==> src/rtl/node_detect_if.sv <==
// ---------------------------------------------------------------------------
// node_detect_if
//
// Purpose : bundles the sensor sample bus, the turn-controller handshake and
//           the status outputs of node_detect into one interface.
//
// Signals :
//   ch5, ch6, ch7  [11:0]  ADC results for left, centre and right sensors
//   sample_valid           one-cycle strobe, ch* are new on this cycle
//   node_r                 turn-complete acknowledge from the turn controller
//   node                   junction present (level)
//   blk            [2:0]   registered black flags {ch7, ch6, ch5}
//   line_lost              all sensors white for a run of samples
//   fault                  sticky acknowledge-timeout flag
//
// Modports:
//   master : the side that supplies samples and acknowledges (turn controller)
//   slave  : node_detect itself
// ---------------------------------------------------------------------------
interface node_detect_if;

   logic [11:0] ch5;
   logic [11:0] ch6;
   logic [11:0] ch7;
   logic        sample_valid;
   logic        node_r;
   logic        node;
   logic [2:0]  blk;
   logic        line_lost;
   logic        fault;

   // The sample source and turn controller drive the inputs and watch status.
   modport master (
      output ch5, ch6, ch7, sample_valid, node_r,
      input  node, blk, line_lost, fault
   );

   // The detector consumes samples and produces status.
   modport slave (
      input  ch5, ch6, ch7, sample_valid, node_r,
      output node, blk, line_lost, fault
   );

endinterface

==> src/rtl/node_detect.sv <==
// ---------------------------------------------------------------------------
// node_detect
//
// Purpose : watches the three centre line-sensor ADC channels and raises
//           node when the bot crosses a junction (all three sensors black
//           for CONFIRM_N consecutive samples). node is held until the turn
//           controller acknowledges with node_r, after which detection is
//           blanked for BLANK_CYCLES clocks so the same junction is not
//           counted twice. A separate counter flags a lost line when all
//           sensors read white for LOST_N consecutive samples.
//
// Ports   :
//   clk_50  input   50 MHz system clock
//   rst_n   input   asynchronous active-low reset (release synchronised
//                   upstream)
//   bus     slave   node_detect_if: ch5/ch6/ch7, sample_valid, node_r in;
//                   node, blk, line_lost, fault out
//
// Parameters:
//   BLACK_TH        channel value above this sets its black flag
//   WHITE_TH        channel value below this clears its black flag
//   CONFIRM_N       all-black samples needed to raise node (1..15)
//   LOST_N          all-white samples needed to raise line_lost (1..15)
//   BLANK_CYCLES    re-detection blanking after acknowledge (25-bit counter)
//   TIMEOUT_CYCLES  acknowledge timeout (27-bit counter), only present when
//                   NODE_TIMEOUT_EN is defined
//
// Build option:
//   NODE_TIMEOUT_EN  when defined, NODE gives up waiting for node_r after
//                    TIMEOUT_CYCLES, releases on its own and sets the sticky
//                    fault flag. When undefined, NODE waits indefinitely,
//                    fault is tied 0 and no timeout counter exists.
// ---------------------------------------------------------------------------
module node_detect #(
   parameter int BLACK_TH       = 1280,
   parameter int WHITE_TH       = 768,
   parameter int CONFIRM_N      = 4,
   parameter int LOST_N         = 8,
   parameter int BLANK_CYCLES   = 25000000
`ifdef NODE_TIMEOUT_EN
   ,
   parameter int TIMEOUT_CYCLES = 100000000
`endif
) (
   input logic          clk_50,
   input logic          rst_n,
   node_detect_if.slave bus
);

   // Parameters recast to the widths of the values they are compared with.
   localparam logic [11:0] BLACK_LVL   = 12'(BLACK_TH);
   localparam logic [11:0] WHITE_LVL   = 12'(WHITE_TH);
   localparam logic [3:0]  CONFIRM_LVL = 4'(CONFIRM_N);
   localparam logic [3:0]  LOST_LVL    = 4'(LOST_N);
   localparam logic [24:0] BLANK_LAST  = 25'(BLANK_CYCLES - 1);

   typedef enum logic [1:0] {
      IDLE,
      CONFIRM,
      NODE,
      RELEASE
   } state_t;

   state_t      state_q;
   state_t      state_d;
   logic [2:0]  blk_q;
   logic [2:0]  blk_d;
   logic [3:0]  confirmCnt_q;
   logic [3:0]  confirmCnt_d;
   logic [24:0] blankCnt_q;
   logic [24:0] blankCnt_d;
   logic [3:0]  lostCnt_q;
   logic [3:0]  lostCnt_d;
   logic        sampleBlack;
   logic        sampleWhite;
   logic        timeoutHit;

   // Hysteresis for one channel: above the black threshold sets the flag,
   // below the white threshold clears it, anything in between keeps the
   // previous reading so a sensor sitting on the line edge does not chatter.
   function automatic logic flagNext(input logic [11:0] ch, input logic cur);
      logic nxt;
      nxt = cur;
      if (ch > BLACK_LVL) begin
         nxt = 1'b1;
      end else if (ch < WHITE_LVL) begin
         nxt = 1'b0;
      end
      return nxt;
   endfunction

   // Next black flags. They only move on a sample strobe; the rest of the
   // block looks at these updated flags so a strobe is judged on its own
   // data rather than on the previous sample's.
   always_comb begin
      blk_d = blk_q;
      if (bus.sample_valid) begin
         blk_d[0] = flagNext(bus.ch5, blk_q[0]);
         blk_d[1] = flagNext(bus.ch6, blk_q[1]);
         blk_d[2] = flagNext(bus.ch7, blk_q[2]);
      end
   end

   // Qualified sample events: a strobe whose updated flags are all black or
   // all white. Both are 0 on cycles without a strobe.
   assign sampleBlack = bus.sample_valid & (&blk_d);
   assign sampleWhite = bus.sample_valid & ~(|blk_d);

`ifdef NODE_TIMEOUT_EN
   localparam logic [26:0] TIMEOUT_LAST = 27'(TIMEOUT_CYCLES - 1);

   logic [26:0] timeoutCnt_q;
   logic [26:0] timeoutCnt_d;
   logic        fault_q;
   logic        fault_d;

   // The timeout only fires when the acknowledge has not arrived on the very
   // cycle the counter expires; a real acknowledge always takes priority so
   // fault is never set for a controller that answered just in time.
   assign timeoutHit = (state_q == NODE) && !bus.node_r &&
                       (timeoutCnt_q == TIMEOUT_LAST);

   // The timeout counter runs only while node is being held and restarts
   // from zero for each junction. fault is sticky until reset.
   always_comb begin
      timeoutCnt_d = '0;
      fault_d      = fault_q | timeoutHit;
      if ((state_q == NODE) && !bus.node_r && !timeoutHit) begin
         timeoutCnt_d = timeoutCnt_q + 27'd1;
      end
   end

   // Timeout counter and fault register.
   always_ff @(posedge clk_50 or negedge rst_n) begin
      if (!rst_n) begin
         timeoutCnt_q <= '0;
         fault_q      <= 1'b0;
      end else begin
         timeoutCnt_q <= timeoutCnt_d;
         fault_q      <= fault_d;
      end
   end

   assign bus.fault = fault_q;
`else
   assign timeoutHit = 1'b0;
   assign bus.fault  = 1'b0;
`endif

   // Junction state machine. IDLE and CONFIRM count consecutive all-black
   // strobes; any non-black strobe throws the partial count away. NODE holds
   // the junction until it is acknowledged (or times out). RELEASE is a
   // plain delay during which no confirm counting happens, so a line that
   // is still all-black afterwards needs a full fresh run of CONFIRM_N
   // samples before node can rise again.
   always_comb begin
      state_d      = state_q;
      confirmCnt_d = confirmCnt_q;
      blankCnt_d   = blankCnt_q;
      case (state_q)
         IDLE: begin
            if (sampleBlack) begin
               if (CONFIRM_LVL == 4'd1) begin
                  state_d      = NODE;
                  confirmCnt_d = '0;
               end else begin
                  state_d      = CONFIRM;
                  confirmCnt_d = 4'd1;
               end
            end
         end
         CONFIRM: begin
            if (sampleBlack) begin
               if ((confirmCnt_q + 4'd1) == CONFIRM_LVL) begin
                  state_d      = NODE;
                  confirmCnt_d = '0;
               end else begin
                  confirmCnt_d = confirmCnt_q + 4'd1;
               end
            end else if (bus.sample_valid) begin
               state_d      = IDLE;
               confirmCnt_d = '0;
            end
         end
         NODE: begin
            if (bus.node_r || timeoutHit) begin
               state_d    = RELEASE;
               blankCnt_d = '0;
            end
         end
         RELEASE: begin
            if (blankCnt_q == BLANK_LAST) begin
               state_d    = IDLE;
               blankCnt_d = '0;
            end else begin
               blankCnt_d = blankCnt_q + 25'd1;
            end
         end
         default: begin
            state_d      = IDLE;
            confirmCnt_d = '0;
            blankCnt_d   = '0;
         end
      endcase
   end

   // Lost-line run length. It saturates at LOST_N so line_lost stays up
   // for as long as the line stays white, and it is held at zero while a
   // junction is being reported since the bot is by definition on the line.
   always_comb begin
      lostCnt_d = lostCnt_q;
      if (state_q == NODE) begin
         lostCnt_d = '0;
      end else if (bus.sample_valid) begin
         if (sampleWhite) begin
            if (lostCnt_q != LOST_LVL) begin
               lostCnt_d = lostCnt_q + 4'd1;
            end
         end else begin
            lostCnt_d = '0;
         end
      end
   end

   // State, flag and counter registers. Reset drops node at once because
   // node is decoded straight from the state register.
   always_ff @(posedge clk_50 or negedge rst_n) begin
      if (!rst_n) begin
         state_q      <= IDLE;
         blk_q        <= '0;
         confirmCnt_q <= '0;
         blankCnt_q   <= '0;
         lostCnt_q    <= '0;
      end else begin
         state_q      <= state_d;
         blk_q        <= blk_d;
         confirmCnt_q <= confirmCnt_d;
         blankCnt_q   <= blankCnt_d;
         lostCnt_q    <= lostCnt_d;
      end
   end

   // Status outputs, all decoded from registers.
   assign bus.node      = (state_q == NODE);
   assign bus.blk       = blk_q;
   assign bus.line_lost = (state_q != NODE) && (lostCnt_q == LOST_LVL);

endmodule

==> src/flat_wrapper.sv <==
// flat-port wrapper written by rule: the top's interface ports become plain ports
module node_detect_flat 
#(
   parameter int BLACK_TH       = 1280,
   parameter int WHITE_TH       = 768,
   parameter int CONFIRM_N      = 4,
   parameter int LOST_N         = 8,
   parameter int BLANK_CYCLES   = 25000000

)
  (clk_50, rst_n, bus_ch5, bus_ch6, bus_ch7, bus_sample_valid, bus_node_r, bus_node, bus_blk, bus_line_lost, bus_fault);
  node_detect_if bus_i ();
  input logic clk_50;
  input logic rst_n;
  input wire logic [$bits(bus_i.ch5)-1:0] bus_ch5;
  input wire logic [$bits(bus_i.ch6)-1:0] bus_ch6;
  input wire logic [$bits(bus_i.ch7)-1:0] bus_ch7;
  input wire logic [$bits(bus_i.sample_valid)-1:0] bus_sample_valid;
  input wire logic [$bits(bus_i.node_r)-1:0] bus_node_r;
  output wire logic [$bits(bus_i.node)-1:0] bus_node;
  output wire logic [$bits(bus_i.blk)-1:0] bus_blk;
  output wire logic [$bits(bus_i.line_lost)-1:0] bus_line_lost;
  output wire logic [$bits(bus_i.fault)-1:0] bus_fault;
  assign bus_i.ch5 = bus_ch5;
  assign bus_i.ch6 = bus_ch6;
  assign bus_i.ch7 = bus_ch7;
  assign bus_i.sample_valid = bus_sample_valid;
  assign bus_i.node_r = bus_node_r;
  assign bus_node = bus_i.node;
  assign bus_blk = bus_i.blk;
  assign bus_line_lost = bus_i.line_lost;
  assign bus_fault = bus_i.fault;
  node_detect #(.BLACK_TH(BLACK_TH), .WHITE_TH(WHITE_TH), .CONFIRM_N(CONFIRM_N), .LOST_N(LOST_N), .BLANK_CYCLES(BLANK_CYCLES)) u_core (.clk_50(clk_50), .rst_n(rst_n), .bus(bus_i));
endmodule
==> config.mk <==
export PLATFORM = sky130hd
export DESIGN_NAME = node_detect_flat
export DESIGN_NICKNAME = d
export VERILOG_FILES = /design/src/rtl/node_detect_if.sv /design/src/rtl/node_detect.sv /design/src/flat_wrapper.sv
export SDC_FILE = /design/constraint.sdc
export NUM_CORES = 1
export LEC_CHECK = 0
export ABC_AREA = 1
export CAP_MARGIN = 30
export CORE_UTILIZATION = 30
export DETAILED_ROUTE_END_ITERATION = 16
export DONT_BUFFER_PORTS = 1
export HOLD_SLACK_MARGIN = 0.12
export PLACE_DENSITY_LB_ADDON = 0.05
export SETUP_SLACK_MARGIN = 0.3
export SYNTH_ARGS = -nofsm -noshare
export SYNTH_HDL_FRONTEND = slang
export SYNTH_SLANG_ARGS = --single-unit
==> constraint.sdc <==
create_clock -name clk_50 -period 4.5 [get_ports clk_50]
set_clock_uncertainty 0.05 [all_clocks]
set_input_delay 0 -clock clk_50 [delete_from_list [all_inputs] [get_ports clk_50]]
set_output_delay 0 -clock clk_50 [all_outputs]
set_load 0.01 [all_outputs]
==> summary.txt <==
Status
  – Status: finished, final reports clean

Cells and area
  – Synthesis-to-layout area growth: 16.9%
  – Final Util: 0.363
  – Layout Nets: 419
  – Design area: 3000 µm²
  – Commonest non-fill, non-tap cells in the layout: nand2_1, nor2_1, inv_1
  – Fin cells: 480
  – # diodes: 0
  – Share of cells above drive strength 1: 0.109
  – Most common cell after layout, fill and taps aside: nand2_1

Floorplan
  – Starting density of the core: 0.310
  – Die span in y: 94.4 µm
  – Row cnt: 33
  – Die area: 8920 µm²
  – CORE AREA: 8260 µm²
  – Die Wd: 94.4 µm
  – # IOs: 46

Clock network
  – Clock-pin slew on the worst setup and hold paths: 0.08 ns
  – Clock buffer depth: 2
  – Clock sinks: 38
  – H-tree levels: 2
  – Root Buffer: clkbuf_8
  – CTS buffer count: 5
  – Worst-Skew Late Latency: 0.29 ns
  – CTS tree: built
  – CTS resizes: 0

Timing
  – Max frequency: 312 MHz
  – Setup violations, final: 0
  – Hold Fails Final Rpt: 0
  – Minimum clock period: 3.20 ns
  – Max-slew violation count: 0
  – RSZ-0062 raised after global routing: no
  – Total negative slack: 0 ns
  – Period utilization: 0.712

Power and ir drop
  – Max rail drop VDD: 120 µV
  – PwrDens: 387 nW/µm²
  – Leakage power: 0.00141 µW

Critical path
  – Setup crit end kind: flip-flop
  – Critical path class: in -> reg
  – Largest fanout on the critical path: 8
  – Crit path arrival time: 3.32 ns
  – Startpoint types: input port
  – Required time worst endpoint: 4.61 ns
  – Worst Reg2Reg Path Length in Cells: 7

Yosys
  – Register area share after synthesis: 0.371
  – Library cells used by synthesis: 37
  – Ys flop type: dfrtp_1
  – Syn Inst Count: 353
  – Post-synth ARST share: 1.00
  – Syn_nets: 398
  – Syn Std Cell Area: 2560 µm²
  – Count of warnings emitted by yosys: 0
  – #FFs+latches synth: 38
  – Mean Syn Cell Area: 7.26 µm²
  – Post-synth EDFFs: 0

Routing
  – Detailed Route Iter0 Violations: 91
  – Via count: 2276
  – Vias per Instance: 4.74
  – DRC viols: 0
  – Routed WL: 6230 µm
  – Pre-Repair DR Iteration Count: 4
  – Final ANT Viol Nets: 0
  – Avg WL per Cell: 13.0 µm

Placed design
  – GP Congestion: 0.741
  – IO buf count: 0
  – Placed Instance Area: 2670 µm²
  – Placed cell count: 455
  – HPWL Detailed: 4400 µm

Global routing
  – First-pass GRT wire length: 10900 µm
  – Vias in the first global route: 2331
  – Global Route Usage Sum: 0.155
  – Initial antenna violation count: 0
  – Largest net degree at the start of global routing: 33
  – GR Overflow Total: 0

Min path
  – Hold depth: 7
  – Hold Path Class: in -> reg

Run
  – Max-cap violations: 0
==> sequential cells by signal, summed over array words and instances, names as in the netlist, named ones only <==
register and flops:
u_core.blankCnt_q 25, u_core.bus.blk 3, u_core.confirmCnt_q 4, u_core.lostCnt_q 4, u_core.state_q 1
==> per-stage QoR <==
stage	hold slack, ns	power, µW	setup WS [ns]
floorplan	-0.346	720	2.92
global placement	-0.345	792	2.61
detailed placement	-0.345	786	2.63
CTS	0.134	1180	1.34
global route	0.208	1250	1.14
finish	0.163	1160	1.30
==> layer usage <==
layer  wire, µm  track usage  vias to the layer above  part of all wire
met5          0            0                        -                 0
met4         30       0.0346                        0            0.0048
met3        146       0.0266                        2             0.023
met2       2840        0.255                       28              0.46
met1       3220        0.211                     1041              0.52
li1           -            -                     1205                 -
==> worst max-delay path, stage by stage <==
cell           delay [ns]
dlygate4sd3_1        0.57
nor3_2               0.21
dlygate4sd3_1        0.57
nand2_1              0.05
dlygate4sd3_1        0.56
o21ai_0              0.13
dlygate4sd3_1        0.56
nand2_1              0.07
nor2_2               0.20
nand3_1              0.12
o21ai_2              0.15
o21ai_0              0.13
==> path summary, 6_finish.rpt <==
check | startpoint | endpoint | slack, ns
min in group asynchronous | rst_n | u_core.lostCnt_q[3] | 0.60
max | bus_ch7[11] | u_core.lostCnt_q[0] | 1.30
min reg2reg | u_core.blankCnt_q[8] | u_core.blankCnt_q[8] | 0.48
max in group asynchronous | rst_n | u_core.blankCnt_q[5] | 3.44
min | bus_ch7[8] | u_core.lostCnt_q[1] | 0.16
max reg2reg | u_core.bus.blk[1] | u_core.state_q[0] | 2.43
==> kinds of logic (layout without fill, tap and decap cells) <==
group,Yosys count,after routing,share of synthesized area
AOI/OAI and AO/OA,54,54,0.123
xor gates and xnor gates,6,6,0.0205
other,1,1,0.00146
DFF,38,38,0.371
buffers and inverters,51,73,0.0806
and+or+nand+nor,198,198,0.379
adders and majority gates,5,5,0.0244
==> power breakdown <==
| group | internal [µW] | leakage, µW | switching, µW |
|---|---|---|---|
| sequential | 414 | 0.000460 | 74.9 |
| clock | 222 | 0.0000683 | 134 |
| combinational | 113 | 0.000883 | 202 |
==> synthesized netlist by cell type, types with 5 or more instances <==
master	number	area [µm²]
nand2_1	83	312
nand4_1	10	62.6
nor3_1	10	50.1
a21oi_1	16	80.1
dfrtp_1	38	951
inv_1	43	161
nand3_1	20	100
ha_1	5	62.6
o21ai_0	17	85.1
xor2_1	6	52.6
nor2_2	5	31.3
nor2_1	44	165
inv_2	5	18.8
==> layout make-up <==
cell class | instances | area [µm²]
clock buffers | 5 | 68.8
clock inverters | 3 | 68.8
fillers | 873 | 5260
inverters | 48 | 180
multi-input cells | 264 | 1410
flip-flops and latches | 38 | 951
well taps | 105 | 131
repair buffers | 17 | 190
==> what timing repair did <==
action,in CTS,in global routing
setup buffers,0,0
hold buffers,17,0
endpoints found under the hold margin,57,0
(Power assumes the default switching activity.)
